## src/rtl/spi_master.sv

```systemverilog
// spi_master: 8-bit LSB-first full-duplex SPI master for all CPOL/CPHA modes.
// SCLK half-period is DIV clk cycles; every output is registered.
module spi_master #(
    parameter int DIV = 2
) (
    input  logic       clk,
    input  logic       reset_n,
    input  logic       start,
    input  logic [7:0] In_Data,
    input  logic       masterCPOL,
    input  logic       masterCPHA,
    input  logic       masterMISO,
    output logic       masterSCLK,
    output logic       masterMOSI,
    output logic       masterCS_,
    output logic [7:0] read_data,
    output logic       busy,
    output logic       done
);

    typedef enum logic [2:0] {
        IDLE,
        LEAD,
        XFER,
        TRAIL,
        DONE
    } state_t;

    localparam logic [7:0] DIV_C = 8'(DIV);

    state_t     state;
    state_t     state_nxt;
    logic [7:0] div_cnt;
    logic [7:0] tx_sr;
    logic [7:0] rx_sr;
    logic [4:0] edge_cnt;
    logic       cpha;

    logic       active;
    logic       tick;
    logic       toggle;
    logic       lead_edge;
    logic       do_sample;
    logic       do_shift;

    always_ff @(posedge clk or negedge reset_n) begin
        if (!reset_n) state <= IDLE;
        else          state <= state_nxt;
    end

    // edge_cnt holds the number of divider ticks already issued
    always_comb begin
        state_nxt = state;
        unique case (state)
            IDLE:    if (start) state_nxt = LEAD;
            LEAD:    if (tick) state_nxt = XFER;
            XFER:    if (tick && edge_cnt == 5'd15) state_nxt = TRAIL;
            TRAIL:   if (tick && edge_cnt == 5'd17) state_nxt = DONE;
            DONE:    state_nxt = IDLE;
            default: state_nxt = IDLE;
        endcase
    end

    always_comb begin
        active = 1'b0;
        toggle = 1'b0;
        unique case (state)
            LEAD, XFER: active = 1'b1;
            TRAIL:      active = 1'b1;
            default:    active = 1'b0;
        endcase
        tick      = active && (div_cnt == DIV_C);
        toggle    = tick && (state == LEAD || state == XFER);
        lead_edge = toggle && !edge_cnt[0];
        do_sample = toggle && (lead_edge != cpha);
        // CPHA=0 already put bit0 out at start; the last trailing edge is idle
        do_shift  = toggle && (cpha ? lead_edge
                                    : (!lead_edge && edge_cnt != 5'd15));
    end

    always_ff @(posedge clk or negedge reset_n) begin
        if (!reset_n) begin
            masterSCLK <= 1'b0;
            masterMOSI <= 1'b0;
            masterCS_  <= 1'b1;
            read_data  <= '0;
            busy       <= 1'b0;
            done       <= 1'b0;
            div_cnt    <= '0;
            edge_cnt   <= '0;
            tx_sr      <= '0;
            rx_sr      <= '0;
            cpha       <= 1'b0;
        end else begin
            done <= (state_nxt == DONE);
            if (state == IDLE) begin
                masterSCLK <= masterCPOL;
                masterCS_  <= 1'b1;
                if (start) begin
                    tx_sr     <= In_Data;
                    rx_sr     <= '0;
                    cpha      <= masterCPHA;
                    busy      <= 1'b1;
                    masterCS_ <= 1'b0;
                    div_cnt   <= '0;
                    edge_cnt  <= '0;
                    if (!masterCPHA) masterMOSI <= In_Data[0];
                end
            end
            if (active) begin
                div_cnt <= tick ? 8'd1 : div_cnt + 8'd1;
                if (tick) edge_cnt <= edge_cnt + 5'd1;
            end
            if (toggle) masterSCLK <= ~masterSCLK;
            if (do_sample) rx_sr <= {masterMISO, rx_sr[7:1]};
            if (do_shift) begin
                masterMOSI <= cpha ? tx_sr[0] : tx_sr[1];
                tx_sr      <= {1'b0, tx_sr[7:1]};
            end
            if (state == TRAIL && state_nxt == DONE) begin
                read_data <= rx_sr;
                masterCS_ <= 1'b1;
            end
            if (state == DONE) busy <= 1'b0;
        end
    end

endmodule

```

## config.mk

```make
export PLATFORM = sky130hd
export DESIGN_NAME = spi_master
export DESIGN_NICKNAME = d
export VERILOG_FILES = /design/src/rtl/spi_master.sv
export SDC_FILE = /design/constraint.sdc
export NUM_CORES = 1
export LEC_CHECK = 0
export ABC_AREA = 0
export BUFFER_PORTS_ARGS = -buffer_cell sky130_fd_sc_hd__buf_2
export CELL_PAD_IN_SITES_DETAIL_PLACEMENT = 1
export CELL_PAD_IN_SITES_GLOBAL_PLACEMENT = 1
export CORE_MARGIN = 4
export CORE_UTILIZATION = 45
export DETAILED_ROUTE_END_ITERATION = 12
export MAX_ROUTING_LAYER = met4
export PLACE_DENSITY_LB_ADDON = 0.25
export SETUP_SLACK_MARGIN = 0.15
export SLEW_MARGIN = 20
export SYNTH_ARGS = -nofsm -noshare
export SYNTH_HDL_FRONTEND = slang
export SYNTH_SLANG_ARGS = --single-unit
```

## constraint.sdc

```tcl
create_clock -name clk -period 3.14 [get_ports clk]
set_clock_uncertainty 0.15 [all_clocks]
set_input_delay 0.314 -clock clk [delete_from_list [all_inputs] [get_ports clk]]
set_output_delay 0.314 -clock clk [all_outputs]
set_load 0.005 [all_outputs]
```

==> results of run 1 <==
final cells by class:
type | count | area, µm² | share of cell area [%]
inverters | 8 | 30.0 | 1.18
repair buffers | 32 | 180 | 7.06
multi-input cells | 143 | 1020 | 39.8
clock inverters | 1 | 5.00 | 0.196
flip-flops and latches | 46 | 1150 | 45.1
well taps | 67 | 83.8 | 3.28
clock buffers | 7 | 86.3 | 3.38
sequential cells by signal, summed over array words and instances, names as in the netlist, 3 cells and up:
register   cells
div_cnt        8
read_data      8
rx_sr          8
tx_sr          8
edge_cnt       5
state          3
per-stage QoR:
| stage | hold slack [ns] | util [%] | cell area, µm² |
|---|---|---|---|
| final | 0.0657 | 53.4 | 2550 |
| after global routing | 0.0676 | 53.4 | 2550 |
| after CTS | 0.0614 | 53.1 | 2540 |
| after detailed placement | 0.341 | 51.2 | 2450 |
| after global placement | 0.335 | 51.2 | 2450 |
| after floorplan | -0.132 | - | 2240 |
cells in the mapped netlist (2+ instances only):
cell,n,area (µm²)
ha_1,5,62.6
nor3_1,8,40.0
xnor2_1,7,61.3
a21oi_1,7,35.0
mux2_2,14,158
mux2i_1,13,130
a211oi_1,2,15.0
inv_1,8,30.0
nor2_1,21,78.8
nand2_1,20,75.1
a221o_1,6,60.1
nor4_1,3,18.8
dfrtp_1,45,1130
nand3_1,2,10.0
and3_1,8,50.1
clkbuf_1,6,22.5
nand2b_1,4,25.0
nand4b_1,2,17.5
nand4_1,2,12.5
buf_2,3,15.0
and2_1,2,12.5
o21ai_0,4,20.0
what timing repair did:
action	4_1_cts	5_1_grt
hold buffers	0	1
gates resized for setup	0	0
endpoints found under the hold margin	0	45
buffers inserted	0	0
routing by layer:
layer	track usage [%]	share of wire (%)	up-vias
met2	30.4	48	32
met5	-	0	-
li1	-	-	786
met4	6.29	1.5	0
met1	23.2	47	849
met3	3.44	3.1	7
worst max-delay path, stage by stage, from the launching register on:
cell and delay (ns):
dfrtp_1 0.45, ha_1 0.24, and3_1 0.18, ha_1 0.19, or3b_2 0.44, a211oi_1 0.31, a21oi_1 0.23, a221o_1 0.35
cell families after synthesis:
family	Yosys count	synth area share [%]
multiplexers	27	12.8
adder cells (fa/ha/maj)	5	2.79
XOR/XNOR	7	2.74
flip-flops	46	51.5
AO/OA/AOI/OAI	23	7.26
AND/OR/NAND/NOR	81	19.7
buffers and inverters	18	3.18
power breakdown:
group	internal (mW)	switching, mW
registers	0.597	0.00319
logic	0.0115	0.0191
clock network	0.178	0.197
total	0.786	0.219
worst paths after layout:
kind | startpoint | endpoint | slack [ns]
worst max-delay path | edge_cnt[0]$_DFF_PN0_ | tx_sr[2]$_DFFE_PN0P_ | 0.48
worst min-delay path | masterCPHA | cpha$_DFFE_PN0P_ | 0.07
worst max register to register | edge_cnt[0]$_DFF_PN0_ | tx_sr[2]$_DFFE_PN0P_ | 0.48
worst min register to register | read_data[4]$_DFFE_PN0P_ | read_data[4]$_DFFE_PN0P_ | 0.36
max in group asynchronous | reset_n | tx_sr[3]$_DFFE_PN0P_ | 2.03
min in group asynchronous | reset_n | read_data[3]$_DFFE_PN0P_ | 0.40
==> flow_summary.ini, run 1 <==
[detailed_routing]
num_vias = 1674
drcViolationCount = 0
wl_per_cell_um = 16.2
ant_nets = 0
drt_iter0_markers = 101
vias_per_cell = 5.51
dr.pass1.iters = 4
routed_wl_um = 4930

[logic_synthesis]
ys_ff_latch = 46
avgSynthCellArea_um2 = 10.8
syn_inst = 207
synthArstFlopShare_pct = 100
ys_seq_area_share_pct = 51.5
ys_types = 37
synth-edff-count = 0
synth_flop_cell = dfrtp_1
synth_warnings = 0
syn-num-nets = 226
syn_area_um2 = 2240

[placement]
dp_hpwl_um = 3500
preCtsSetupSlack_ns = 0.473
numPortBuffers = 26
placed_cells = 295
place.gp.congestion = 0.759

[timing]
slew_headroom_pct = 43.6
finalCritPeriodShare_pct = 84.8
tightest_slew_ns = 0.839
rsz0062_at_grt = no
drv_slew = 0
fmaxAchievable_ghz = 0.375
setup_viol = 0
hold_viol_final = 0
tns_ns = 0
min_period_ns = 2.66
final.setup.worst_slack_ns = 0.476

[die]
dieArea_um2 = 6170
core_um2 = 4790
io_pins = 27
die_w_um = 78.5
dieHeight_um = 78.5
row_count = 25
start_util_pct = 46.8

[min_path]
holdPathStages = 3
hold_class = in -> reg

[clock_network]
cts_htree_levels = 2
clkLatencyLatePin_ns = 0.30
cts_root_buf = clkbuf_8
clockBufferDepth = 2
cts_made_buffers = 5
path_clk_slew_ns = 0.09
cts_tree = done
cts_sinks = 46

[power_and_ir_drop]
irDropWorstVdd_mv = 0.245
power-per-cell-area_nw_per_um2 = 394
total_power_mw = 1.01
p_leak_nw = 1.28

[global_route]
grt_pass1_vias = 1711
grt_usage_pct = 18.6
grt_antenna_before_repair = 0
grt_pass1_wl_um = 8640
grt_start_max_net_pins = 47
gr-total-overflow = 0

[flow_run]
maxCapViolCount = 0

[cells_and_area]
drive_gt1_share_pct = 24.9
syn_to_final_growth_pct = 14.0
final_common_cell = dfrtp_1
antenna_cells = 0
final_cells = 304
final_cell_mix = dfrtp_1, buf_2, nor2_1
fillerInstances = 528
fin_nets = 255

[critical_path]
critPathRequiredTime_ns = 3.17
start_kind = register
path_class = reg -> reg
path_max_fanout = 7
worstSetupEndpointType = register
worstPathArrival_ns = 2.69
reg2reg_depth = 7

[run_status]
status = finished clean
Note: power is estimated with default switching activity, not from simulation.
==> run 2: changes to the inputs <==
==> constraint.sdc (replaced) <==
create_clock -name clk -period 2.8 [get_ports clk]
set_clock_uncertainty 0.15 [all_clocks]
set_input_delay 0.28 -clock clk [delete_from_list [all_inputs] [get_ports clk]]
set_output_delay 0.28 -clock clk [all_outputs]
set_load 0.005 [all_outputs]
==> run 2 against run 1 <==
  * Routed wire length down 3.1%
  * Final area increased by 1.5%
  * Clock-buffer cell count decreased by 1
  * Setup slack worse by 0.26 ns
  * Via count decreased by 1.2%
  * Fmax increased by 3.2%
  * First-iteration DRC count down 33%
  * Register-to-register slack worse by 0.26 ns
  * Sequential share of layout area decreased by 0.63 points
  * Flip-flop and latch count stayed put
  * Cell count up 1.6%
  * Critical path type unchanged
==> flow_summary.ini, run 2 (synthesized netlist as in run 1, its figures left out) <==
[critical_path]
path_class = reg -> reg
worstPathArrival_ns = 2.62
critPathTopFamily = simple AND/OR/NAND/NOR gates
critPathRequiredTime_ns = 2.84
worst_path_largest_cell_delay_ns = 0.45
crit_buf_inv = 0
start_kind = register
cp_cell_sequence = ha_1 > and3_1 > ha_1 > or3b_2 > a211oi_2 > and2_1 > mux2_2
cp_common_cell = ha_1
path_max_fanout = 7
reg2reg_depth = 7
worstSetupEndpointType = register
cp_num_cells = 7
slowest_stage = dfrtp_2

[global_route]
grt_pass1_vias = 1724
grt_pass1_wl_um = 8480
use_met3_pct = 3.56
busiest_layer = met2
grt_start_max_net_pins = 47
gr-total-overflow = 0
grt_util_met1_pct = 22.2
grt_usage_pct = 18.0
grt_antenna_before_repair = 0
grt_use_met2_pct = 29.4

[cells_and_area]
fin_nets = 260
drive_gt1_share_pct = 27.7
fillerInstances = 552
seq_area_um2 = 1150
final_cell_mix = dfrtp_1, buf_2, nor2_1
antenna_cells = 0
syn_to_final_growth_pct = 15.8
final_common_cell = dfrtp_1
multi_input_area_um2 = 1020

[timing]
finalCritPeriodShare_pct = 92.1
fin_hold_ws_ns = 0.0451
slew_headroom_pct = 60.8
rsz0062_at_grt = no
fmaxAchievable_ghz = 0.388
final.setup.worst_slack_ns = 0.220
tightest_slew_ns = 0.587
min_period_ns = 2.58
setup_viol = 0
tns_ns = 0
hold_viol_final = 0
drv_slew = 0

[placement]
dp_hpwl_um = 3300
preCtsSetupSlack_ns = 0.165
numPortBuffers = 26
place.gp.congestion = 0.761

[detailed_routing]
ant_nets = 0
wl_per_cell_um = 15.4
drt_iter0_markers = 68
vias_per_cell = 5.35
num_vias = 1654
dr.pass1.iters = 4
drcViolationCount = 0
routed_wl_um = 4770

[min_path]
hold_class = in -> reg
holdPathStages = 3

[clock_network]
cts_htree_levels = 2
cts_root_buf = clkbuf_8
clkLatencyLatePin_ns = 0.30
path_clk_slew_ns = 0.08
cts_sinks = 46
clockBufferDepth = 2
cts_made_buffers = 5
cts_setup_buffers = 0
cts_tree = done

[run_status]
status = finished clean

[die]
core_um2 = 4790
io_pins = 27
start_util_pct = 46.8
dieHeight_um = 78.5
die_w_um = 78.5
dieArea_um2 = 6170
row_count = 25

[power_and_ir_drop]
power-per-cell-area_nw_per_um2 = 423
total_power_mw = 1.10
irDropWorstVdd_mv = 0.315
p_leak_nw = 1.30

[flow_run]
maxCapViolCount = 0
[run 2: cell types whose count changed in the layout (fill, tap and decap cells not counted)]
cell	delta
clkbuf_8	-1
a211oi_2	+1
a21oi_1	-1
a211oi_1	-1
buf_4	+5
clkinv_2	+1
dfrtp_1	-1
a21oi_2	+1
dfrtp_2	+1
[run 2: repair_timing]
item | CTS | global route
endpoints found under the hold margin | 0 | 45
hold buffers | 0 | 1
setup endpoints to repair | 1 | 8
gates resized for setup | 0 | 3
[run 2: per-layer routing]
metal / vias to the layer above / wire length, µm / share of wire [%]
met5: - / 0 / 0
met4: 0 / 78 / 1.6
met3: 8 / 145 / 3.0
met2: 22 / 2420 / 51
met1: 825 / 2130 / 45
li1: 799 / - / -
[run 2: path summary, 6_finish.rpt]
path	end	slack (ns)	start
setup / recovery	tx_sr[0]$_DFFE_PN0P_	0.22	edge_cnt[0]$_DFF_PN0_
hold reg to reg	read_data[4]$_DFFE_PN0P_	0.36	read_data[4]$_DFFE_PN0P_
hold / removal	cpha$_DFFE_PN0P_	0.05	masterCPHA
setup reg to reg	tx_sr[0]$_DFFE_PN0P_	0.22	edge_cnt[0]$_DFF_PN0_
min in group asynchronous	div_cnt[4]$_DFFE_PN0P_	0.37	reset_n
max in group asynchronous	masterCS_$_DFFE_PN1P_	1.57	reset_n
[run 2: area by class of cell]
cell class | count | share of cell area, %
Clock buffer | 6 | 2.80
Clock inverter | 2 | 0.386
Tap cell | 67 | 3.23
Multi-Input combinational cell | 143 | 39.5
Sequential cell | 46 | 44.5
Timing Repair Buffer | 37 | 8.40
Inverter | 8 | 1.16
[run 2: worst min-delay path, cell delays in order]
cell	delay, ns
buf_2	0.09
nand2_1	0.05
nand2_1	0.05
[run 2: power by group]
part | switching [mW] | internal, mW
Combinational | 0.0216 | 0.0138
Sequential | 0.00324 | 0.670
Clock | 0.214 | 0.173
[run 2: through the flow]
stage,utilization [%],cell area [µm²],instances
after floorplan,-,2240,207
after global placement,52.0,2490,300
after detailed placement,52.0,2490,300
after CTS,53.7,2570,308
after global routing,54.2,2590,309
final,54.2,2590,309
==> run 3: changes to the inputs <==
--- a/config.mk
+++ b/config.mk
@@ -12,7 +12,6 @@
 export CORE_MARGIN = 4
 export CORE_UTILIZATION = 45
 export DETAILED_ROUTE_END_ITERATION = 12
-export MAX_ROUTING_LAYER = met4
 export PLACE_DENSITY_LB_ADDON = 0.25
 export SETUP_SLACK_MARGIN = 0.15
 export SLEW_MARGIN = 20
==> constraint.sdc (replaced) <==
create_clock -name clk -period 2.8 [get_ports clk]
set_clock_uncertainty 0.15 [all_clocks]
set_input_delay 0.7 -clock clk [delete_from_list [all_inputs] [get_ports clk]]
set_output_delay 0.7 -clock clk [all_outputs]
set_load 0.005 [all_outputs]
==> run 3 against run 2 <==
  * Register-to-register slack improved by 0.05 ns
  * Largest cell class unchanged
  * Via count fell by 1.6%
  * Sequential power barely moved
  * Highest routed layer unchanged
  * Global-route usage rose by 0.19 points
  * Setup slack improved by 0.048 ns
==> flow_summary.ini, run 3 (synthesized netlist as in run 1, its figures left out) <==
[clock_network]
cts_made_buffers = 5
cts_tree = done
clkLatencyLatePin_ns = 0.29
cts_htree_levels = 2
cts_setup_buffers = 0
path_clk_slew_ns = 0.08
clockBufferDepth = 2
cts_root_buf = clkbuf_8
cts_sinks = 46

[detailed_routing]
dr.pass1.iters = 4
wl_per_cell_um = 16.2
wl_met2_um = 2490
highest_layer = met4
vias_per_cell = 5.32
num_vias = 1627
dr_wl_met3_um = 128
drcViolationCount = 0
drt_iter0_markers = 62
routed_wl_um = 4940
ant_nets = 0
wl_met1_um = 2280

[global_route]
gr-total-overflow = 0
grt_start_max_net_pins = 47
grt_antenna_before_repair = 0
grt_usage_pct = 18.2
grt_pass1_vias = 1806
grt_pass1_wl_um = 8790

[min_path]
hold_class = in -> async

[timing]
fmaxAchievable_ghz = 0.395
rsz0062_at_grt = no
hold_viol_final = 0
min_period_ns = 2.53
final.setup.worst_slack_ns = 0.268
setup_viol = 0
slew_headroom_pct = 68.1
tightest_slew_ns = 0.476
tns_ns = 0
drv_slew = 0
finalCritPeriodShare_pct = 90.4

[critical_path]
worstPathArrival_ns = 2.57
worst_path_largest_cell_delay_ns = 0.46
cp_common_cell = ha_1
start_kind = register
path_max_fanout = 7
worstSetupEndpointType = register
slowest_stage = dfrtp_2
critPathRequiredTime_ns = 2.83
path_class = reg -> reg
cp_cell_sequence = ha_1 > and3_1 > ha_1 > or3b_2 > a211oi_2 > and2_1 > mux2_2

[die]
dieArea_um2 = 6170
row_count = 25
core_um2 = 4790
start_util_pct = 46.8
dieHeight_um = 78.5
die_w_um = 78.5
io_pins = 27

[placement]
numPortBuffers = 26
dp_hpwl_um = 3480
place.gp.congestion = 0.719
preCtsSetupSlack_ns = 0.136
placed_cells = 299

[cells_and_area]
final_cell_mix = dfrtp_1, buf_2, nor2_1
syn_to_final_growth_pct = 16.8
antenna_cells = 0
drive_gt1_share_pct = 27.6
final_common_cell = dfrtp_1
fin_nets = 258
final_cells = 306

[power_and_ir_drop]
total_power_mw = 1.20
p_leak_nw = 1.31
irDropWorstVdd_mv = 0.275
power-per-cell-area_nw_per_um2 = 460

[run_status]
status = finished clean

[flow_run]
maxCapViolCount = 0
==> run 3: cell count changes in the layout (fill, tap and decap cells not counted), sizes merged <==
cell         previous run  this run
bufinv                  0         1
dlygate4sd3             1         0
clkinv                  2         0
buf                    36        35
==> run 3: final timing paths <==
| path | from | end | slack, ns | cells after the start |
|---|---|---|---|---|
| setup / recovery | edge_cnt[0]$_DFF_PN0_ | tx_sr[0]$_DFFE_PN0P_ | 0.27 | 7 |
| hold / removal | reset_n | div_cnt[3]$_DFFE_PN0P_ | 0.22 | 2 |
| setup reg to reg | edge_cnt[0]$_DFF_PN0_ | tx_sr[0]$_DFFE_PN0P_ | 0.27 | 7 |
| hold reg to reg | rx_sr[7]$_DFFE_PN0P_ | read_data[7]$_DFFE_PN0P_ | 0.36 | 1 |
| max in group asynchronous | reset_n | masterCS_$_DFFE_PN1P_ | 2.00 | 2 |
| min in group clk | rx_sr[7]$_DFFE_PN0P_ | read_data[7]$_DFFE_PN0P_ | 0.36 | 1 |
==> run 3: final cells by class <==
type,count,area [µm²]
multi-input cells,143,1020
flip-flops and latches,46,1150
inverters,8,30.0
well taps,67,83.8
clock inverters,1,30.0
repair buffers,35,210
fillers,524,2170
clock buffers,6,82.6
==> run 3: worst max-delay path: cells and delay by family (launching register included) <==
| family | cells | cell delay, ns |
|---|---|---|
| flops | 1 | 0.46 |
| compound gates | 1 | 0.25 |
| mux | 1 | 0.33 |
| fa+ha+maj | 2 | 0.41 |
| simple gates | 3 | 0.83 |
==> run 3: through the flow <==
step / utilization, % / hold WS (ns) / cell area [µm²]
after global placement: 52.1 / 0.334 / 2490
final: 54.6 / 0.217 / 2620
after global routing: 54.6 / 0.230 / 2620
after detailed placement: 52.1 / 0.345 / 2490
after floorplan: - / 0.254 / 2240
after CTS: 54.6 / 0.230 / 2610
==> run 3: power by group <==
part	total (mW)	internal, mW	switching [mW]
registers	0.673	0.670	0.00355
clock network	0.495	0.285	0.209
logic	0.0361	0.0145	0.0216
==> run 3: layer usage <==
metal,vias up,track usage [%]
met5,-,0
met4,0,4.72
met3,7,3.56
met2,21,30.6
met1,808,24.1
li1,791,-
==> run 3: repair_timing <==
item | in CTS | in global routing
pin swaps | 0 | 1
resized for setup | 2 | 1
cloned | 0 | 0
hold buffers | 0 | 0
setup endpoints to repair | 5 | 7
